## src/rtl/plotter_cmd_pkg.sv

```systemverilog
// Shared types and constants for the pen-plotter command deframer.
package plotter_cmd_pkg;

    // Decoded plotter opcode presented to the motion controller.
    typedef enum logic [2:0] {
        CMD_NONE     = 3'd0,
        CMD_MOVE     = 3'd1,
        CMD_DRAW     = 3'd2,
        CMD_PEN_UP   = 3'd3,
        CMD_PEN_DOWN = 3'd4,
        CMD_HOME     = 3'd5
    } cmd_op_t;

    // Parser position within a frame; ST_OUT holds a decoded command.
    typedef enum logic [2:0] {
        ST_HUNT = 3'd0,
        ST_OP   = 3'd1,
        ST_XL   = 3'd2,
        ST_XH   = 3'd3,
        ST_YL   = 3'd4,
        ST_YH   = 3'd5,
        ST_CHK  = 3'd6,
        ST_OUT  = 3'd7
    } parser_state_t;

    localparam logic [7:0] SYNC_BYTE_DEFAULT = 8'hAA;
    localparam int         FRAME_LEN         = 7;

    // Raw opcode bytes 0x01..0x05 map one-to-one onto cmd_op_t.
    function automatic logic op_is_valid(input logic [7:0] op_byte);
        return (op_byte >= 8'h01) && (op_byte <= 8'h05);
    endfunction

endpackage

```

## src/rtl/cmd_timeout_counter.sv

```systemverilog
// Inter-byte stall counter; only instantiated when CMD_PARSER_TIMEOUT_EN is defined.
// o_expired is high in the cycle the count reaches TIMEOUT_CYCLES-1 while counting.
module cmd_timeout_counter #(
    parameter int TIMEOUT_CYCLES = 100_000
) (
    input  logic i_clk,
    input  logic i_reset_n,
    input  logic i_clear,
    input  logic i_count_en,
    output logic o_expired
);

    localparam int CNT_W = (TIMEOUT_CYCLES > 2) ? $clog2(TIMEOUT_CYCLES) : 1;
    localparam logic [CNT_W-1:0] LIMIT = CNT_W'(TIMEOUT_CYCLES - 1);

    logic [CNT_W-1:0] r_count;

    assign o_expired = i_count_en && (r_count == LIMIT);

    // Count stalled cycles; any consumed byte or leaving the payload restarts it.
    always_ff @(posedge i_clk or negedge i_reset_n) begin
        if (!i_reset_n) begin
            r_count <= '0;
        end else if (i_clear || o_expired) begin
            r_count <= '0;
        end else if (i_count_en) begin
            r_count <= r_count + 1'b1;
        end
    end

endmodule

```

## src/rtl/cmd_frame_parser.sv

```systemverilog
// Byte-stream deframer: hunts for SYNC_BYTE, assembles 7-byte frames
// (SYNC, OP, X_L, X_H, Y_L, Y_H, CHK) and presents validated commands on a
// valid/ready port. Optional inter-byte timeout: define CMD_PARSER_TIMEOUT_EN.
//
// Handshake: cmd_valid is high exactly while the parser sits in ST_OUT; the
// cmd_* fields are stable for that whole time and the command is consumed on a
// rising edge where cmd_valid and cmd_ready are both high. cmd_ready without
// cmd_valid has no effect. No FIFO bytes are popped while cmd_valid is high.
module cmd_frame_parser
    import plotter_cmd_pkg::*;
#(
    parameter int         COORD_WIDTH    = 16,
    parameter logic [7:0] SYNC_BYTE      = SYNC_BYTE_DEFAULT,
    parameter int         TIMEOUT_CYCLES = 100_000
) (
    input  logic                   clk,
    input  logic                   reset_n,
    input  logic [7:0]             fifo_pop_data,
    input  logic                   fifo_empty,
    output logic                   fifo_pop,
    output logic                   cmd_valid,
    input  logic                   cmd_ready,
    output cmd_op_t                cmd_op,
    output logic [COORD_WIDTH-1:0] cmd_x,
    output logic [COORD_WIDTH-1:0] cmd_y,
    output logic                   err_pulse,
    output logic [7:0]             err_count,
    output logic [2:0]             dbg_state
);

    parser_state_t          r_state;
    parser_state_t          w_state_next;
    logic                   w_pop;
    logic                   w_frame_ok;
    logic                   w_frame_bad;
    logic                   w_timeout;
    logic [7:0]             r_op;
    logic [7:0]             r_xl;
    logic [7:0]             r_xh;
    logic [7:0]             r_yl;
    logic [7:0]             r_yh;
    logic [7:0]             r_xor;
    cmd_op_t                r_cmd_op;
    logic [COORD_WIDTH-1:0] r_cmd_x;
    logic [COORD_WIDTH-1:0] r_cmd_y;
    logic                   r_err_pulse;
    logic [7:0]             r_err_count;
    logic [15:0]            w_x_full;
    logic [15:0]            w_y_full;

    assign w_x_full  = {r_xh, r_xl};
    assign w_y_full  = {r_yh, r_yl};

    assign fifo_pop  = w_pop;
    assign cmd_valid = (r_state == ST_OUT);
    assign cmd_op    = r_cmd_op;
    assign cmd_x     = r_cmd_x;
    assign cmd_y     = r_cmd_y;
    assign err_pulse = r_err_pulse;
    assign err_count = r_err_count;
    assign dbg_state = r_state;

`ifdef CMD_PARSER_TIMEOUT_EN
    logic w_in_payload;
    assign w_in_payload = (r_state != ST_HUNT) && (r_state != ST_OUT);

    cmd_timeout_counter #(
        .TIMEOUT_CYCLES (TIMEOUT_CYCLES)
    ) u_timeout (
        .i_clk      (clk),
        .i_reset_n  (reset_n),
        .i_clear    (w_pop || !w_in_payload),
        .i_count_en (w_in_payload && fifo_empty),
        .o_expired  (w_timeout)
    );
`else
    // Stalls hold forever; this is constant false and only keeps the parameter referenced.
    assign w_timeout = (TIMEOUT_CYCLES < 0);
`endif

    // State register.
    always_ff @(posedge clk or negedge reset_n) begin
        if (!reset_n) begin
            r_state <= ST_HUNT;
        end else begin
            r_state <= w_state_next;
        end
    end

    // Next state, pop strobe and frame verdict; only a consumed byte advances the frame.
    always_comb begin
        w_state_next = r_state;
        w_pop        = (r_state != ST_OUT) && !fifo_empty;
        w_frame_ok   = 1'b0;
        w_frame_bad  = 1'b0;
        case (r_state)
            ST_HUNT: if (w_pop && (fifo_pop_data == SYNC_BYTE)) w_state_next = ST_OP;
            ST_OP:   if (w_pop) w_state_next = ST_XL;
            ST_XL:   if (w_pop) w_state_next = ST_XH;
            ST_XH:   if (w_pop) w_state_next = ST_YL;
            ST_YL:   if (w_pop) w_state_next = ST_YH;
            ST_YH:   if (w_pop) w_state_next = ST_CHK;
            ST_CHK: begin
                if (w_pop) begin
                    if ((fifo_pop_data == r_xor) && op_is_valid(r_op)) begin
                        w_frame_ok   = 1'b1;
                        w_state_next = ST_OUT;
                    end else begin
                        w_frame_bad  = 1'b1;
                        w_state_next = ST_HUNT;
                    end
                end
            end
            ST_OUT:  if (cmd_ready) w_state_next = ST_HUNT;
            default: w_state_next = ST_HUNT;
        endcase
        if (w_timeout) begin
            w_frame_bad  = 1'b1;
            w_state_next = ST_HUNT;
        end
    end

    // Shadow registers, running XOR, command outputs and error accounting.
    always_ff @(posedge clk or negedge reset_n) begin
        if (!reset_n) begin
            r_op        <= '0;
            r_xl        <= '0;
            r_xh        <= '0;
            r_yl        <= '0;
            r_yh        <= '0;
            r_xor       <= '0;
            r_cmd_op    <= CMD_NONE;
            r_cmd_x     <= '0;
            r_cmd_y     <= '0;
            r_err_pulse <= 1'b0;
            r_err_count <= '0;
        end else begin
            r_err_pulse <= w_frame_bad;
            if (w_frame_bad && (r_err_count != 8'hFF)) begin
                r_err_count <= r_err_count + 8'd1;
            end
            if (w_pop) begin
                case (r_state)
                    ST_OP: begin
                        r_op  <= fifo_pop_data;
                        r_xor <= fifo_pop_data;
                    end
                    ST_XL: begin
                        r_xl  <= fifo_pop_data;
                        r_xor <= r_xor ^ fifo_pop_data;
                    end
                    ST_XH: begin
                        r_xh  <= fifo_pop_data;
                        r_xor <= r_xor ^ fifo_pop_data;
                    end
                    ST_YL: begin
                        r_yl  <= fifo_pop_data;
                        r_xor <= r_xor ^ fifo_pop_data;
                    end
                    ST_YH: begin
                        r_yh  <= fifo_pop_data;
                        r_xor <= r_xor ^ fifo_pop_data;
                    end
                    default: ;
                endcase
            end
            if (w_frame_ok) begin
                r_cmd_op <= cmd_op_t'(r_op[2:0]);
                r_cmd_x  <= w_x_full[COORD_WIDTH-1:0];
                r_cmd_y  <= w_y_full[COORD_WIDTH-1:0];
            end
        end
    end

endmodule

```

## config.mk

```make
export PLATFORM = sky130hd
export DESIGN_NAME = cmd_frame_parser
export DESIGN_NICKNAME = d
export VERILOG_FILES = /design/src/rtl/plotter_cmd_pkg.sv /design/src/rtl/cmd_timeout_counter.sv /design/src/rtl/cmd_frame_parser.sv
export SDC_FILE = /design/constraint.sdc
export NUM_CORES = 1
export LEC_CHECK = 0
export ABC_AREA = 1
export CAP_MARGIN = 40
export CORE_MARGIN = 5
export CORE_UTILIZATION = 57
export CTS_CLUSTER_SIZE = 25
export DETAILED_ROUTE_END_ITERATION = 16
export PLACE_DENSITY = 0.92
export RECOVER_POWER = 100
export SYNTH_ARGS = -nofsm -noshare
export SYNTH_HDL_FRONTEND = slang
export SYNTH_HIERARCHICAL = 1
export SYNTH_SLANG_ARGS = --single-unit
```

## constraint.sdc

```tcl
create_clock -name clk -period 3.15 [get_ports clk]
set_input_delay 0.315 -clock clk [delete_from_list [all_inputs] [get_ports clk]]
set_output_delay 0.315 -clock clk [all_outputs]
set_load 0.005 [all_outputs]
```

==> results.toml <==
[hold_path]
worstHoldPathType = "in -> async"

[timing]
tightestPinTransition_ns = 1.524
finalCritPeriodShare_pct = 82.20
max_freq_ghz = 0.3862
rsz0062_at_grt = "false"
drv_slew = 68
slew_headroom_pct = -1.584
min_period_ns = 2.589
setup_viol = 0
setup_tns_ns = 0
hold_viol = 0
holdWs_ns = 0.4006
fin_ws_ns = 0.5606
finalClockSkew_ns = 0.009036

[worst_setup_path]
arrival_ns = 2.27
crit_path_max_fanout = 16
worst-path-buf-inv = 2
worstSetupPathType = "reg -> out"
critical_path.top_delay_family = "buffers and inverters"
slowest_delay_ns = 0.60
path_cells = "nand3_1, nand2_1, inv_1, clkdlybuf4s50_1"
startpoint_type = "flip-flop"
critPathSlowestCell = "clkdlybuf4s50_1"
end_kind = "primary output"
required_ns = 2.83

[synthesis]
synth_warnings = 6
synth_fa_ha_area_share_pct = 0.2885
synth_top_family_by_area = "simple AND/OR/NAND/NOR gates"
ys_ff_latch = 95
syn_inst = 527
syn_area_per_cell_sq_um = 8.229
yosys.area_share.simple_pct = 30.50
muxShareOfSynthArea_pct = 0
synth_cell_types = 28
synth-xor-area-share_pct = 0.8078
syn_nets = 540
synth_compound_area_share_pct = 7.242
ys_seq_area_share_pct = 54.82
synth_area_sq_um = 4337

[clock_network]
clk_root_buffer_cell = "clkbuf_8"
cts_tree = "yes"
post_cts_buffers = 0
cts_buffer_depth = 2
clkLatencyLatePin_ns = 0.37
cts_made_buffers = 9
clk_pin_slew_ns = 0.09
cts-htree-levels = 3
clock-sinks = 95

[pwr]
p_int_mw = 2.369
peakVddDrop_mv = 0.4222
pwr-share-comb_pct = 28.3
power_density_nw_per_um2 = 720.2
p_sw_share_pct = 36.92
p_leak_nw = 2.824
p_seq_share_pct = 47.8
power.switching_mw = 1.386
clkPwrFrac_pct = 23.9

[route]
vias = 3878
wire_per_inst_um = 15.17
drt_iter0_markers = 323
drt_pre_antenna_iters = 6
drtAntennaViolNets = 0
routed_wl_mm = 10.45
drc = 0
via_per_inst = 5.628

[floorplanning]
die_x_um = 97.23
die_h_um = 97.23
start_util_pct = 59.16
row_count = 31
coreArea_sq_um = 7331
die-area_sq_um = 9453
io_pins = 61

[place]
dp_cells = 672
dp_slack_ns = 0.9069
globalplace.congestion = 0.9345
dp_hpwl_mm = 7.175
port_buffers = 60

[status]
outcome = "finished, violations left"
violations = "max-capacitance violations, max-slew violations"

[global_routing]
grt_use_total_pct = 22.94
overflow = 0
grt_pass1_wl_mm = 17.74
antenna_found_initial = 0
grt_max_degree = 68
grt_pass1_vias = 3763

[cells_and_area]
fin_cells = 689
fill_cells = 506
areaGrowthSynthToFinish_pct = 20.23
diodes = 0
drive_gt1_share_pct = 5.932
final_cell_mix = "nand2_1, dfrtp_1, o21ai_0, dlygate4sd3_1, nand4_1"
nNetsFinal = 598
final_common_cell = "nand2_1"

[flow_run]
cap_violations = 1
## registers in the layout, summed over array words and instances, names as in the netlist
name / flops
r_yh: 8
r_yl: 8
err_count: 8
dbg_state: 3
r_xl: 8
r_xor: 8
cmd_op: 3
r_op: 8
err_pulse: 1
r_xh: 8
cmd_x: 16
cmd_y: 16
## cells by family after synthesis
logic type / Yosys count
compound gates: 62
xor+xnor: 4
simple gates: 301
flops: 95
fa+ha+maj: 1
buf+inv: 64
## path summary, 6_finish.rpt
check                      cells past startpoint   endpoint  slack [ns]         start
max                                            4   fifo_pop        0.56  dbg_state[0]
min                                            2    r_op[6]        0.40       reset_n
max reg2reg                                    7   r_xor[2]        0.61  dbg_state[1]
min reg2reg                                    2   cmd_y[4]        0.48      cmd_y[4]
max in group asynchronous                      4  err_pulse        0.80       reset_n
min in group clk                               2   cmd_y[4]        0.48      cmd_y[4]
## through the flow
stage / util, % / power [mW] / instance area, sq um
floorplan: - / 2.550 / 4337
global placement: 68.10 / 2.777 / 4992
detailed placement: 68.48 / 2.880 / 5020
CTS: 71.74 / 3.785 / 5259
global route: 71.12 / 4.000 / 5214
finish: 71.12 / 3.755 / 5214
## worst register-to-register path, cell delays in order (launching register included)
cell and delay [ns]:
dfrtp_1 0.54, clkinvlp_2 0.39, nor3_1 0.33, inv_1 0.12
nand2_2 0.28, a21oi_1 0.10, nor2_2 0.48, o21ai_0 0.17
## final cells by class
| class | instances | area, sq um | area share, % |
|---|---|---|---|
| multi-input combinational | 368 | 1675 | 32.13 |
| clock buffer | 10 | 137.6 | 2.640 |
| sequential | 95 | 2377 | 45.60 |
| inverter | 43 | 162.7 | 3.120 |
| tap | 99 | 123.9 | 2.376 |
| clock inverter | 6 | 91.34 | 1.752 |
| timing repair buffer | 68 | 645.6 | 12.38 |
## synth_stat cells
master / instances / area [sq um]
a21oi_1: 5 / 25.02
a21oi_2: 1 / 8.760
buf_2: 5 / 25.02
buf_4: 5 / 37.54
buf_6: 1 / 11.26
clkbuf_1: 10 / 37.54
clkinv_1: 1 / 3.750
dfrtp_1: 95 / 2377
ha_1: 1 / 12.51
inv_1: 34 / 127.6
inv_2: 7 / 26.28
inv_4: 1 / 6.260
nand2_1: 211 / 792.0
nand2_2: 1 / 6.260
nand3_1: 12 / 60.06
nand3_2: 1 / 10.01
nand4_1: 46 / 287.8
nand4_2: 1 / 12.51
nor2_1: 21 / 78.83
nor2_2: 1 / 6.260
nor2_4: 1 / 11.26
nor3_1: 4 / 20.02
nor3_4: 1 / 16.27
nor4_4: 1 / 21.27
o21ai_0: 49 / 245.2
o21ai_1: 7 / 35.03
xnor2_1: 2 / 17.52
xor2_1: 2 / 17.52
## power by group through the flow
stage / logic [mW] / clock network [mW] / registers (mW)
finish: 1.06 / 0.897 / 1.79
global route: 1.22 / 0.963 / 1.82
CTS: 1.10 / 0.905 / 1.78
detailed placement: 1.08 / 0 / 1.80
global placement: 0.999 / 0 / 1.78
floorplan: 0.838 / 0 / 1.71
## what timing repair did
action | CTS | global route
hold endpoints to repair | 18 | 0
hold buffers | 1 | 0
gates resized for setup | 0 | 0
## layer usage
layer,GRT usage (%),share of wire (%),up-vias
li1,-,-,1839
met1,29.07,42,1877
met2,37.79,50,132
met3,5.456,6.2,30
met4,9.798,2.8,0
met5,0,0,-
(Power assumes the default switching activity.)
